===== config.mk =====
export PLATFORM = sky130hd
export DESIGN_NAME = dht11_reader
export DESIGN_NICKNAME = d
export VERILOG_FILES = /design/src/rtl/dht11_pkg.sv /design/src/rtl/dht11_tick_gen.sv /design/src/rtl/dht11_reader.sv
export SDC_FILE = /design/constraint.sdc
export NUM_CORES = 1
export LEC_CHECK = 0
export CAP_MARGIN = 20
export CORE_UTILIZATION = 40
export DETAILED_ROUTE_END_ITERATION = 6
export PLACE_DENSITY_LB_ADDON = 0.15
export SETUP_SLACK_MARGIN = 0.2
export SYNTH_ARGS = -nofsm -noshare
export SYNTH_HDL_FRONTEND = slang
export SYNTH_HIERARCHICAL = 1
export SYNTH_SLANG_ARGS = --single-unit

===== constraint.sdc =====
create_clock -name clk -period 5.85 [get_ports clk]
set_input_delay 1.755 -clock clk [delete_from_list [all_inputs] [get_ports clk]]
set_output_delay 1.755 -clock clk [all_outputs]
set_load 0.02 [all_outputs]

===== src/rtl/dht11_pkg.sv =====
// Shared types and constants for the DHT11 single-wire sensor reader.
// Imported by dht11_reader; the checksum helper is used only when DHT11_CHECKSUM_EN is defined.
package dht11_pkg;

    typedef enum logic [2:0] {
        ST_IDLE,
        ST_START,
        ST_WAIT_RESP,
        ST_RESP_LOW,
        ST_RESP_HIGH,
        ST_BIT_LOW,
        ST_BIT_HIGH,
        ST_CHECK
    } state_t;

    localparam int RESP_TIMEOUT_US  = 100;
    localparam int BIT_THRESHOLD_US = 40;
    localparam int FRAME_BITS       = 40;

    // 8-bit wrap-around sum of the four data bytes (bits 39..8 of a frame).
    function automatic logic [7:0] frame_sum(input logic [39:0] frame);
        return frame[39:32] + frame[31:24] + frame[23:16] + frame[15:8];
    endfunction

endpackage


===== src/rtl/dht11_tick_gen.sv =====
// Free-running 1 us and 1 ms strobes derived from the system clock.
// Both strobes are single-cycle and phase-aligned (ms strobe coincides with a us strobe).
module dht11_tick_gen #(
    parameter int CLK_FREQ_HZ = 50_000_000
) (
    input  logic clk_i,
    input  logic rst_i,
    output logic us_tick_o,
    output logic ms_tick_o
);

    localparam int DIV   = CLK_FREQ_HZ / 1_000_000;
    localparam int DIV_W = $clog2(DIV + 1);

    logic [DIV_W-1:0] div_q, div_d;
    logic [9:0]       ms_cnt_q, ms_cnt_d;

    always_comb begin
        us_tick_o = (div_q == DIV_W'(DIV - 1));
        ms_tick_o = us_tick_o && (ms_cnt_q == 10'd999);
        div_d     = us_tick_o ? '0 : div_q + 1'b1;
        ms_cnt_d  = ms_cnt_q;
        if (us_tick_o) begin
            ms_cnt_d = ms_tick_o ? '0 : ms_cnt_q + 1'b1;
        end
    end

    always_ff @(posedge clk_i or posedge rst_i) begin
        if (rst_i) begin
            div_q    <= '0;
            ms_cnt_q <= '0;
        end else begin
            div_q    <= div_d;
            ms_cnt_q <= ms_cnt_d;
        end
    end

endmodule


===== src/rtl/dht11_reader.sv =====
// DHT11 reader: periodic start pulse, edge-timed 40-bit capture, held outputs with fail-tolerant valid.
// Define DHT11_CHECKSUM_EN to reject frames whose byte4 does not match the data-byte sum.
module dht11_reader
    import dht11_pkg::*;
#(
    parameter int CLK_FREQ_HZ      = 50_000_000,
    parameter int SAMPLE_PERIOD_MS = 2000,
    parameter int START_LOW_MS     = 20,
    parameter int FAIL_LIMIT       = 3
) (
    input  logic       clk,
    input  logic       rst,
    input  logic       dht_in,
    output logic       dht_drive_low,
    output logic [7:0] humidity_int,
    output logic [7:0] humidity_dec,
    output logic [7:0] temp_int,
    output logic [7:0] temp_dec,
    output logic       humidity_valid,
    output logic       data_update,
    output logic       frame_err,
    output state_t     dbg_state
);

    localparam logic [15:0] PERIOD_LAST = 16'(SAMPLE_PERIOD_MS - 1);
    localparam logic [15:0] START_LAST  = 16'(START_LOW_MS - 1);
    localparam logic [7:0]  FAIL_MAX    = 8'(FAIL_LIMIT);

    logic        us_tick, ms_tick;
    logic [1:0]  sync_q;
    logic        line_prev_q;
    logic        fall, rise;
    state_t      state_q, state_d;
    logic [15:0] period_q, period_d;
    logic [7:0]  us_cnt_q, us_cnt_d;
    logic [5:0]  bit_cnt_q, bit_cnt_d;
    logic [39:0] shreg_q, shreg_d;
    logic [8:0]  width_now;
    logic        wait_state, timeout, abort, bit_val, frame_good, fail_hit;
    logic [7:0]  hum_int_q, hum_dec_q, temp_int_q, temp_dec_q, fail_q;
    logic        valid_q, update_q, err_q, drive_q;

    dht11_tick_gen #(.CLK_FREQ_HZ(CLK_FREQ_HZ)) u_tick (
        .clk_i    (clk),
        .rst_i    (rst),
        .us_tick_o(us_tick),
        .ms_tick_o(ms_tick)
    );

    // The idle line is pulled up, so the synchronizer resets high to avoid a phantom edge.
    always_ff @(posedge clk or posedge rst) begin
        if (rst) begin
            sync_q      <= 2'b11;
            line_prev_q <= 1'b1;
        end else begin
            sync_q      <= {sync_q[0], dht_in};
            line_prev_q <= sync_q[1];
        end
    end

    assign fall = line_prev_q & ~sync_q[1];
    assign rise = ~line_prev_q & sync_q[1];

    // Width in state including the tick consumed on this cycle.
    assign width_now  = {1'b0, us_cnt_q} + {8'd0, us_tick};
    assign timeout    = width_now >= 9'(RESP_TIMEOUT_US);
    assign bit_val    = width_now > 9'(BIT_THRESHOLD_US);
    assign wait_state = state_q inside {ST_WAIT_RESP, ST_RESP_LOW, ST_RESP_HIGH, ST_BIT_LOW, ST_BIT_HIGH};

    always_comb begin
        state_d   = state_q;
        period_d  = period_q;
        bit_cnt_d = bit_cnt_q;
        shreg_d   = shreg_q;
        abort     = 1'b0;
        if (ms_tick && period_q != PERIOD_LAST) begin
            period_d = period_q + 1'b1;
        end
        case (state_q)
            ST_IDLE: begin
                if (ms_tick && period_q == PERIOD_LAST) begin
                    state_d   = ST_START;
                    period_d  = '0;
                    bit_cnt_d = '0;
                    shreg_d   = '0;
                end
            end
            // The period counter doubles as the start-pulse timer since it restarts on START entry.
            ST_START:     if (ms_tick && period_q == START_LAST) state_d = ST_WAIT_RESP;
            ST_WAIT_RESP: if (fall) state_d = ST_RESP_LOW;
            ST_RESP_LOW:  if (rise) state_d = ST_RESP_HIGH;
            ST_RESP_HIGH: if (fall) state_d = ST_BIT_LOW;
            ST_BIT_LOW:   if (rise) state_d = ST_BIT_HIGH;
            ST_BIT_HIGH: begin
                if (fall) begin
                    shreg_d   = {shreg_q[38:0], bit_val};
                    bit_cnt_d = bit_cnt_q + 1'b1;
                    state_d   = (bit_cnt_q == 6'(FRAME_BITS - 1)) ? ST_CHECK : ST_BIT_LOW;
                end
            end
            ST_CHECK: state_d = ST_IDLE;
            default:  state_d = ST_IDLE;
        endcase
        if (wait_state && timeout) begin
            abort     = 1'b1;
            state_d   = ST_IDLE;
            shreg_d   = '0;
            bit_cnt_d = '0;
        end
        us_cnt_d = us_cnt_q;
        if (state_d != state_q) begin
            us_cnt_d = '0;
        end else if (us_tick && us_cnt_q != 8'hFF) begin
            us_cnt_d = us_cnt_q + 1'b1;
        end
    end

    always_comb begin
`ifdef DHT11_CHECKSUM_EN
        frame_good = (frame_sum(shreg_q) == shreg_q[7:0]);
`else
        frame_good = 1'b1;
`endif
        fail_hit = abort | ((state_q == ST_CHECK) & ~frame_good);
    end

    always_ff @(posedge clk or posedge rst) begin
        if (rst) begin
            state_q   <= ST_IDLE;
            period_q  <= '0;
            us_cnt_q  <= '0;
            bit_cnt_q <= '0;
            shreg_q   <= '0;
        end else begin
            state_q   <= state_d;
            period_q  <= period_d;
            us_cnt_q  <= us_cnt_d;
            bit_cnt_q <= bit_cnt_d;
            shreg_q   <= shreg_d;
        end
    end

    always_ff @(posedge clk or posedge rst) begin
        if (rst) begin
            drive_q    <= 1'b0;
            hum_int_q  <= '0;
            hum_dec_q  <= '0;
            temp_int_q <= '0;
            temp_dec_q <= '0;
            valid_q    <= 1'b0;
            update_q   <= 1'b0;
            err_q      <= 1'b0;
            fail_q     <= '0;
        end else begin
            drive_q  <= (state_d == ST_START);
            update_q <= 1'b0;
            err_q    <= fail_hit;
            if (state_q == ST_CHECK && frame_good) begin
                hum_int_q  <= shreg_q[39:32];
                hum_dec_q  <= shreg_q[31:24];
                temp_int_q <= shreg_q[23:16];
                temp_dec_q <= shreg_q[15:8];
                update_q   <= 1'b1;
                valid_q    <= 1'b1;
                fail_q     <= '0;
            end else if (fail_hit) begin
                if (fail_q != FAIL_MAX) fail_q <= fail_q + 1'b1;
                if (fail_q + 8'd1 >= FAIL_MAX) valid_q <= 1'b0;
            end
        end
    end

    assign dht_drive_low  = drive_q;
    assign humidity_int   = hum_int_q;
    assign humidity_dec   = hum_dec_q;
    assign temp_int       = temp_int_q;
    assign temp_dec       = temp_dec_q;
    assign humidity_valid = valid_q;
    assign data_update    = update_q;
    assign frame_err      = err_q;
    assign dbg_state      = state_q;

endmodule


==> results of run 1 <==
[cell usage in the layout, fill, tap and decap left out, drive strengths merged, types with 3 or more instances in the layout]
cell type | Yosys | routed
and3 | 9 | 9
a2111oi | 5 | 5
buf | 8 | 9
and2 | 3 | 3
nor2 | 57 | 57
clkdlybuf4s50 | 0 | 41
nor3 | 13 | 13
or2 | 4 | 4
o31ai | 3 | 3
nand2b | 4 | 4
o21ai | 18 | 18
nand3 | 64 | 64
clkbuf | 26 | 21
and4bb | 3 | 3
inv | 12 | 13
nand2 | 170 | 170
clkinv | 2 | 9
ha | 10 | 10
nor2b | 3 | 3
xnor2 | 28 | 28
dfstp | 3 | 3
a41oi | 4 | 4
nor4b | 3 | 3
nor4 | 4 | 4
dfrtp | 133 | 133
nand4 | 15 | 15
a21oi | 55 | 55
xor2 | 13 | 13
a31oi | 3 | 3
[final cells by class]
type,instances,share of cell area [%]
tap,216,3.51
sequential,136,44.2
clock inverter,10,1.25
timing repair buffer,50,6.20
inverter,14,0.731
clock buffer,21,6.10
multi-input combinational,519,38.0
[worst paths after layout]
kind,depth (start not counted),startpoint,end
worst max-delay path,13,u_tick/div_q[0]$_DFF_PP0_,bit_cnt_q[5]$_DFFE_PP0P_
worst min register to register,0,sync_q[0]$_DFF_PP1_,sync_q[1]$_DFF_PP1_
worst max register to register,13,u_tick/div_q[0]$_DFF_PP0_,bit_cnt_q[5]$_DFFE_PP0P_
worst min-delay path,0,sync_q[0]$_DFF_PP1_,sync_q[1]$_DFF_PP1_
min in group asynchronous,2,rst,u_tick/div_q[4]$_DFF_PP0_
max in group asynchronous,3,rst,temp_int[0]$_DFFE_PP0P_
[flip-flops by register name, indices dropped and copies added, names as in the netlist]
register / count
shreg_q: 40
period_q: 16
u_tick/ms_cnt_q: 10
fail_q: 8
humidity_dec: 8
humidity_int: 8
temp_dec: 8
temp_int: 8
us_cnt_q: 8
bit_cnt_q: 6
u_tick/div_q: 6
dbg_state: 3
sync_q: 2
data_update: 1
dht_drive_low: 1
frame_err: 1
humidity_valid: 1
line_prev_q: 1
[logic make-up after synthesis]
kind of cell	after synthesis	share of synthesized area [%]
and+or+nand+nor	362	26.7
DFF	136	52.2
AOI/OAI and AO/OA	104	10.4
buffers and inverters	48	2.99
xor gates and xnor gates	41	5.51
adders and majority gates	10	1.92
muxes	2	0.307
[synth_stat cells, types with 3 or more instances]
cell type	number
sky130_fd_sc_hd__dfstp_2	3
sky130_fd_sc_hd__ha_1	10
sky130_fd_sc_hd__a2111oi_1	4
sky130_fd_sc_hd__nand4_1	14
sky130_fd_sc_hd__a31oi_1	3
sky130_fd_sc_hd__o21ai_0	14
sky130_fd_sc_hd__xor2_1	13
sky130_fd_sc_hd__nor3_1	12
sky130_fd_sc_hd__clkbuf_1	26
sky130_fd_sc_hd__nor4_1	3
sky130_fd_sc_hd__o31ai_1	3
sky130_fd_sc_hd__and3_1	8
sky130_fd_sc_hd__a21oi_1	54
sky130_fd_sc_hd__buf_2	5
sky130_fd_sc_hd__nand3_1	64
sky130_fd_sc_hd__inv_1	12
sky130_fd_sc_hd__and4bb_1	3
sky130_fd_sc_hd__o21ai_1	4
sky130_fd_sc_hd__nor2b_1	3
sky130_fd_sc_hd__nor2_1	55
sky130_fd_sc_hd__dfrtp_1	133
sky130_fd_sc_hd__a41oi_1	4
sky130_fd_sc_hd__nand2_1	169
sky130_fd_sc_hd__xnor2_1	28
sky130_fd_sc_hd__nand2b_1	4
[power groups by stage]
stage               clock network (W)  logic (W)  registers (W)
finish                        0.00102  0.0000221       0.000944
global route                  0.00109  0.0000270       0.000943
CTS                           0.00105  0.0000243       0.000943
detailed placement                  0  0.0000242       0.000960
global placement                    0  0.0000236       0.000960
floorplan                           0  0.0000150       0.000960
[critical path, cell delays in order (launching register included)]
cell,delay (ns)
sky130_fd_sc_hd__dfrtp_1,0.41
sky130_fd_sc_hd__ha_1,0.25
sky130_fd_sc_hd__and3_4,0.17
sky130_fd_sc_hd__nand2_2,0.10
sky130_fd_sc_hd__clkinv_2,0.17
sky130_fd_sc_hd__ha_1,0.30
sky130_fd_sc_hd__ha_1,0.27
sky130_fd_sc_hd__and4bb_1,0.29
sky130_fd_sc_hd__a32oi_1,0.14
sky130_fd_sc_hd__a22o_2,0.30
sky130_fd_sc_hd__a221o_1,0.38
sky130_fd_sc_hd__nor3_4,0.51
sky130_fd_sc_hd__buf_4,0.45
sky130_fd_sc_hd__nor3_1,0.11
[routing by layer]
metal,vias to the layer above,wire [um],part of all wire [%]
li1,2471,-,-
met4,0,148,1.1
met5,-,0,0
met2,81,6490,47
met1,2455,6640,49
met3,14,403,2.9
[through the flow]
step	cells	worst slack [ns]	power (W)
after floorplan	703	0.914	0.000975
after global placement	935	1.93	0.000984
after detailed placement	935	1.84	0.000984
after CTS	966	1.82	0.00202
after global routing	966	1.57	0.00206
final	966	1.83	0.00199
==> flow_results.xml, run 1 <==
<?xml version="1.0" encoding="UTF-8"?>
<metrics>
  <group name="grt">
    <metric name="grtUsageTotal" unit="%">17.8</metric>
    <metric name="first_global_vias" unit="">4920</metric>
    <metric name="met2_usage" unit="%">27.7</metric>
    <metric name="met3_usage" unit="%">4.34</metric>
    <metric name="top_usage_layer" unit="">met2</metric>
    <metric name="grt_pass1_wl" unit="um">23600</metric>
    <metric name="gr-total-overflow" unit="">0</metric>
    <metric name="gr-usage-met1" unit="%">23.9</metric>
    <metric name="grt_start_max_net_pins" unit="">72</metric>
    <metric name="antenna_found_initial" unit="">0</metric>
  </group>
  <group name="power">
    <metric name="power_density" unit="mW/mm2">258</metric>
    <metric name="power_switching_share" unit="%">21.3</metric>
    <metric name="ir_drop_worst_case_vdd" unit="uV">204</metric>
    <metric name="static-leakage-power" unit="nW">3.45</metric>
    <metric name="reported_net_switching_power" unit="W">0.000424</metric>
    <metric name="clkPwrFrac" unit="%">51.4</metric>
    <metric name="power.sequential.fraction" unit="%">47.5</metric>
    <metric name="p_int" unit="W">0.00156</metric>
    <metric name="combinational_power_share" unit="%">1.1</metric>
  </group>
  <group name="layout">
    <metric name="fin_util" unit="%">48.5</metric>
    <metric name="insertedDiodeCount" unit="">0</metric>
    <metric name="area_occupied_by_registers" unit="mm2">0.00341</metric>
    <metric name="fillerInstances" unit="">1532</metric>
    <metric name="final_area" unit="mm2">0.00771</metric>
    <metric name="drive_above_1_share" unit="%">9.07</metric>
    <metric name="footprint_of_the_multi_input_gates" unit="mm2">0.00293</metric>
    <metric name="nNetsFinal" unit="">751</metric>
    <metric name="area_delta_synth_final" unit="%">18.2</metric>
  </group>
  <group name="sta">
    <metric name="number_of_pins_with_negative_max_slew_slack_in_the_final_report" unit="">0</metric>
    <metric name="finalSetupViolations" unit="">0</metric>
    <metric name="rsz0062_at_grt" unit="">no</metric>
    <metric name="min_period" unit="ns">4.02</metric>
    <metric name="final_layout_setup_total_negative_slack" unit="ns">0</metric>
    <metric name="maxSlewHeadroom" unit="%">40.0</metric>
    <metric name="timing.final.hold_violations" unit="">0</metric>
    <metric name="worst_hold_slack" unit="ns">0.353</metric>
    <metric name="clock_skew" unit="ns">0.00837</metric>
    <metric name="tightest_slew" unit="ns">0.900</metric>
    <metric name="post-route-period-util" unit="%">68.7</metric>
    <metric name="maxClockFrequency" unit="MHz">249</metric>
  </group>
  <group name="clock_network">
    <metric name="postCtsResizedCells" unit="">0</metric>
    <metric name="cts-buffers-inserted" unit="">17</metric>
    <metric name="clk_latency" unit="ns">0.42</metric>
    <metric name="clk_root_buffer_cell" unit="">sky130_fd_sc_hd__clkbuf_16</metric>
    <metric name="cts.sinks" unit="">136</metric>
    <metric name="cts_tree" unit="">done</metric>
    <metric name="worst_setup_hold_path_clk_slew" unit="ns">0.06</metric>
    <metric name="cts-root-to-sink-buffers" unit="">2</metric>
    <metric name="post_cts_hold_buffers" unit="">0</metric>
    <metric name="postCtsSetupRepairBufs" unit="">0</metric>
    <metric name="cts-htree-levels" unit="">4</metric>
  </group>
  <group name="placement">
    <metric name="place_congestion" unit="">0.829</metric>
    <metric name="dp_hpwl" unit="um">8770</metric>
    <metric name="place.port_buffers" unit="">41</metric>
    <metric name="dpl_cell_area" unit="mm2">0.00714</metric>
  </group>
  <group name="detailed_routing">
    <metric name="detailedRoute.firstPassIterationCount" unit="">4</metric>
    <metric name="drt_drc_violations_left" unit="">0</metric>
    <metric name="via_count" unit="">5021</metric>
    <metric name="drt-initial-drc-count" unit="">334</metric>
    <metric name="totalWireLength" unit="um">13700</metric>
    <metric name="post_drt_wl_per_cell" unit="um">14.2</metric>
    <metric name="vias_per_cell" unit="">5.20</metric>
    <metric name="drt.antenna.violating_nets" unit="">0</metric>
  </group>
  <group name="die">
    <metric name="die_footprint" unit="mm2">0.0168</metric>
    <metric name="die_h" unit="um">130</metric>
    <metric name="die_x" unit="um">130</metric>
    <metric name="placement_rows" unit="">46</metric>
    <metric name="start_util" unit="%">41.1</metric>
    <metric name="placeableCoreArea" unit="mm2">0.0159</metric>
    <metric name="ios" unit="">42</metric>
  </group>
  <group name="synth">
    <metric name="synth-edff-count" unit="">0</metric>
    <metric name="largest_cells_by_area_after_synthesis" unit="">sky130_fd_sc_hd__dfrtp_1 51%, sky130_fd_sc_hd__nand2_1 9.7%, sky130_fd_sc_hd__nand3_1 4.9%</metric>
    <metric name="synth-main-ff-cell" unit="">sky130_fd_sc_hd__dfrtp_1</metric>
    <metric name="async_flop_share" unit="%">100</metric>
    <metric name="mappedNetlistNets" unit="">716</metric>
    <metric name="yosysTopAreaCell" unit="">sky130_fd_sc_hd__dfrtp_1</metric>
    <metric name="synth.yosys.warnings" unit="">6</metric>
    <metric name="synthCells" unit="">703</metric>
    <metric name="sequential_share_of_the_synthesized_area" unit="%">52.2</metric>
    <metric name="synth.cell_area" unit="mm2">0.00652</metric>
    <metric name="postSynthRegisterBits" unit="">136</metric>
    <metric name="post_synth_num_cell_types" unit="">64</metric>
    <metric name="post_synth.cell_area_avg" unit="um2">9.28</metric>
    <metric name="synth_top_cell_area_share" unit="%">51.0</metric>
  </group>
  <group name="critical_path">
    <metric name="worst_ep_arrival_time" unit="ns">4.30</metric>
    <metric name="crit_type" unit="">reg -&gt; reg</metric>
    <metric name="crit_path_start_kind" unit="">flop</metric>
    <metric name="path_max_fanout" unit="">36</metric>
    <metric name="required" unit="ns">6.13</metric>
    <metric name="worstSetupEndpointType" unit="">flop</metric>
    <metric name="reg2reg_slack" unit="ns">1.83</metric>
  </group>
  <group name="job">
    <metric name="drv_cap" unit="">0</metric>
  </group>
  <group name="min_path">
    <metric name="hold_class" unit="">reg -&gt; reg</metric>
  </group>
  <group name="status">
    <metric name="run_status" unit="">finished clean</metric>
  </group>
</metrics>
No activity file was read; power rests on OpenSTA's default activity.
==> run 2, diff against run 1 <==
==> constraint.sdc (replaced) <==
create_clock -name clk -period 3.9 [get_ports clk]
set_input_delay 1.17 -clock clk [delete_from_list [all_inputs] [get_ports clk]]
set_output_delay 1.17 -clock clk [all_outputs]
set_load 0.02 [all_outputs]
==> run 2 against run 1 <==
First-iteration DRC count is 3.6% lower; combinational power is 68% higher; sequential share of layout area is 0.80 points lower; sequential cell count stayed put; critical path depth is 2 higher; worst setup slack worse by 1.4 ns; largest power group unchanged.
==> flow_results.xml, run 2 (synthesis gave the netlist of run 1 again) <==
<?xml version="1.0" encoding="UTF-8"?>
<metrics>
  <group name="sta">
    <metric name="min_period" unit="ns">3.49</metric>
    <metric name="final_critical_path_setup_slack" unit="ns">0.408</metric>
    <metric name="clock_skew" unit="ns">0.00761</metric>
    <metric name="timing.final.hold_violations" unit="">0</metric>
    <metric name="maxClockFrequency" unit="MHz">286</metric>
    <metric name="maxSlewHeadroom" unit="%">50.0</metric>
    <metric name="worst_hold_slack" unit="ns">0.363</metric>
    <metric name="final_layout_setup_total_negative_slack" unit="ns">0</metric>
    <metric name="tightest_slew" unit="ns">0.749</metric>
    <metric name="rsz0062_at_grt" unit="">yes</metric>
    <metric name="number_of_pins_with_negative_max_slew_slack_in_the_final_report" unit="">0</metric>
    <metric name="post-route-period-util" unit="%">89.5</metric>
    <metric name="finalSetupViolations" unit="">0</metric>
  </group>
  <group name="clock_network">
    <metric name="post_cts_hold_buffers" unit="">0</metric>
    <metric name="cts-buffers-inserted" unit="">17</metric>
    <metric name="cts.sinks" unit="">136</metric>
    <metric name="worst_setup_hold_path_clk_slew" unit="ns">0.06</metric>
    <metric name="cts_tree" unit="">done</metric>
    <metric name="cts-root-to-sink-buffers" unit="">2</metric>
    <metric name="clk_root_buffer_cell" unit="">sky130_fd_sc_hd__clkbuf_16</metric>
    <metric name="cts-htree-levels" unit="">4</metric>
    <metric name="clk_latency" unit="ns">0.42</metric>
  </group>
  <group name="die">
    <metric name="ios" unit="">42</metric>
    <metric name="die_h" unit="um">130</metric>
    <metric name="start_util" unit="%">41.1</metric>
    <metric name="placement_rows" unit="">46</metric>
    <metric name="die_footprint" unit="mm2">0.0168</metric>
    <metric name="placeableCoreArea" unit="mm2">0.0159</metric>
    <metric name="die_x" unit="um">130</metric>
  </group>
  <group name="layout">
    <metric name="fillerInstances" unit="">1491</metric>
    <metric name="largestRegisters" unit="">shreg_q: 40 flops, period_q: 16 flops, u_tick/ms_cnt_q: 10 flops</metric>
    <metric name="layout.cells.non_filler" unit="">971</metric>
    <metric name="mostFrequentLayoutCell" unit="">sky130_fd_sc_hd__nand2_1</metric>
    <metric name="insertedDiodeCount" unit="">0</metric>
    <metric name="area_occupied_by_registers" unit="mm2">0.00341</metric>
    <metric name="drive_above_1_share" unit="%">10.6</metric>
    <metric name="number_of_flip_flops_in_the_largest_register" unit="">40</metric>
    <metric name="footprint_of_the_multi_input_gates" unit="mm2">0.00297</metric>
    <metric name="layout_common_cells" unit="">169 x sky130_fd_sc_hd__nand2_1, 133 x sky130_fd_sc_hd__dfrtp_1, 64 x sky130_fd_sc_hd__nand3_1</metric>
    <metric name="nNetsFinal" unit="">755</metric>
    <metric name="area_delta_synth_final" unit="%">20.3</metric>
    <metric name="largest-register" unit="">shreg_q</metric>
  </group>
  <group name="critical_path">
    <metric name="buf_inv_on_cp" unit="">3</metric>
    <metric name="cpMaxStageDelayCell" unit="">sky130_fd_sc_hd__dfrtp_1</metric>
    <metric name="crit_type" unit="">reg -&gt; reg</metric>
    <metric name="crit_path_start_kind" unit="">flop</metric>
    <metric name="cpLargestDelayFamily" unit="">compound AO/OA/AOI/OAI gates</metric>
    <metric name="required" unit="ns">4.20</metric>
    <metric name="timing.critical_path.cells" unit="">inv_1 -&gt; ha_1 -&gt; and3_4 -&gt; nand2_2 -&gt; clkinv_2 -&gt; ha_1 -&gt; ha_2 -&gt; and4bb_1 -&gt; a32oi_2 -&gt; a21o_1 -&gt; a221oi_4 -&gt; buf_4 -&gt; o21ai_1 -&gt; o2111ai_4 -&gt; a2111oi_2</metric>
    <metric name="worst_ep_arrival_time" unit="ns">3.79</metric>
    <metric name="critPathMaxStageDelay" unit="ns">0.40</metric>
    <metric name="worstSetupEndpointType" unit="">flop</metric>
    <metric name="cp_common_cell" unit="">sky130_fd_sc_hd__ha_1</metric>
    <metric name="path_max_fanout" unit="">8</metric>
  </group>
  <group name="grt">
    <metric name="grtUsageTotal" unit="%">18.0</metric>
    <metric name="gr-total-overflow" unit="">0</metric>
    <metric name="grt_start_max_net_pins" unit="">53</metric>
    <metric name="grt_pass1_wl" unit="um">23700</metric>
    <metric name="antenna_found_initial" unit="">0</metric>
    <metric name="first_global_vias" unit="">4916</metric>
  </group>
  <group name="detailed_routing">
    <metric name="post_drt_wl_per_cell" unit="um">14.4</metric>
    <metric name="detailedRoute.firstPassIterationCount" unit="">4</metric>
    <metric name="via_count" unit="">5027</metric>
    <metric name="drt-initial-drc-count" unit="">322</metric>
    <metric name="drt_drc_violations_left" unit="">0</metric>
    <metric name="totalWireLength" unit="um">14000</metric>
    <metric name="drt.antenna.violating_nets" unit="">0</metric>
    <metric name="vias_per_cell" unit="">5.18</metric>
  </group>
  <group name="power">
    <metric name="power_density" unit="mW/mm2">388</metric>
    <metric name="static-leakage-power" unit="nW">3.47</metric>
    <metric name="design_power_total" unit="W">0.00304</metric>
    <metric name="clkPwrFrac" unit="%">52.3</metric>
    <metric name="combinational_power_share" unit="%">1.2</metric>
    <metric name="reported_net_switching_power" unit="W">0.000661</metric>
    <metric name="p_int" unit="W">0.00238</metric>
    <metric name="power.sequential.fraction" unit="%">46.5</metric>
    <metric name="ir_drop_worst_case_vdd" unit="uV">304</metric>
    <metric name="power_switching_share" unit="%">21.7</metric>
  </group>
  <group name="placement">
    <metric name="placed_cells" unit="">937</metric>
    <metric name="place.port_buffers" unit="">41</metric>
    <metric name="pre_cts_ws" unit="ns">0.235</metric>
    <metric name="place_congestion" unit="">0.832</metric>
    <metric name="dp_hpwl" unit="um">8950</metric>
  </group>
  <group name="min_path">
    <metric name="hold_class" unit="">reg -&gt; reg</metric>
  </group>
  <group name="status">
    <metric name="run_status" unit="">finished clean</metric>
  </group>
  <group name="job">
    <metric name="drv_cap" unit="">0</metric>
  </group>
</metrics>
==> run 2: cell count changes in the layout (fill, tap and decap cells not counted), moves of 2 or more <==
cell,previous run,this run
sky130_fd_sc_hd__a2111oi_1,4,0
sky130_fd_sc_hd__a2111oi_2,1,5
sky130_fd_sc_hd__buf_12,0,4
sky130_fd_sc_hd__clkbuf_8,3,1
sky130_fd_sc_hd__clkinv_4,4,2
sky130_fd_sc_hd__clkinvlp_4,1,7
==> run 2: power groups by stage <==
stage / clock network (W) / registers (W) / logic, W
final: 0.00159 / 0.00142 / 0.0000371
after global placement: 0 / 0.00144 / 0.0000387
after CTS: 0.00163 / 0.00141 / 0.0000399
after detailed placement: 0 / 0.00144 / 0.0000399
after floorplan: 0 / 0.00144 / 0.0000227
after global routing: 0.00169 / 0.00141 / 0.0000441
==> run 2: area by class of cell <==
class,instances,share of cell area [%]
sequential,136,43.4
multi-input combinational,519,37.8
timing repair buffer,54,7.11
clock buffer,18,5.60
tap,216,3.44
clock inverter,14,1.91
inverter,14,0.733
==> run 2: path summary, 6_finish.rpt <==
path | cells after the start | slack (ns) | from | end
setup reg to reg | 15 | 0.41 | u_tick/div_q[1]$_DFF_PP0_ | us_cnt_q[3]$_DFFE_PP0P_
hold / removal | 0 | 0.36 | sync_q[0]$_DFF_PP1_ | sync_q[1]$_DFF_PP1_
max in group asynchronous | 3 | 1.94 | rst | sync_q[0]$_DFF_PP1_
hold reg to reg | 0 | 0.36 | sync_q[0]$_DFF_PP1_ | sync_q[1]$_DFF_PP1_
setup / recovery | 15 | 0.41 | u_tick/div_q[1]$_DFF_PP0_ | us_cnt_q[3]$_DFFE_PP0P_
min in group asynchronous | 2 | 1.23 | rst | u_tick/ms_cnt_q[4]$_DFFE_PP0N_
==> run 2: worst register-to-register path, delay by kind of cell, from the launching register on <==
| kind | cells | cell delay (ns) |
|---|---|---|
| DFF | 1 | 0.40 |
| and+or+nand+nor | 3 | 0.55 |
| buffers and inverters | 3 | 0.31 |
| adders and majority gates | 3 | 0.68 |
| AOI/OAI and AO/OA | 6 | 1.44 |
==> run 2: routing by layer <==
metal	GRT usage [%]	vias up	share of wire [%]
met4	5.95	0	1.5
met5	0	-	0
met3	4.87	17	2.6
met1	24.1	2464	49
met2	28.4	65	47
li1	-	2481	-
==> run 2: stage by stage <==
| step | area, um2 | utilization (%) |
|---|---|---|
| after CTS | 7800 | 49.1 |
| after detailed placement | 7210 | 45.4 |
| after floorplan | 6530 | - |
| after global routing | 7850 | 49.4 |
| after global placement | 7210 | 45.4 |
| final | 7850 | 49.4 |
==> run 2: repair_timing <==
item / in CTS / in global routing
pin swaps: 1 / 2
setup endpoints to repair: 1 / 8
gates resized for setup: 0 / 7
buffers inserted: 1 / 1
==> run 3, diff against run 2 <==
--- a/config.mk
+++ b/config.mk
@@ -5,7 +5,6 @@
 export SDC_FILE = /design/constraint.sdc
 export NUM_CORES = 1
 export LEC_CHECK = 0
-export CAP_MARGIN = 20
 export CORE_UTILIZATION = 40
 export DETAILED_ROUTE_END_ITERATION = 6
 export PLACE_DENSITY_LB_ADDON = 0.15
==> results of run 3 <==
Same layout as run 2: the final DEF is identical, and so are final timing and power.
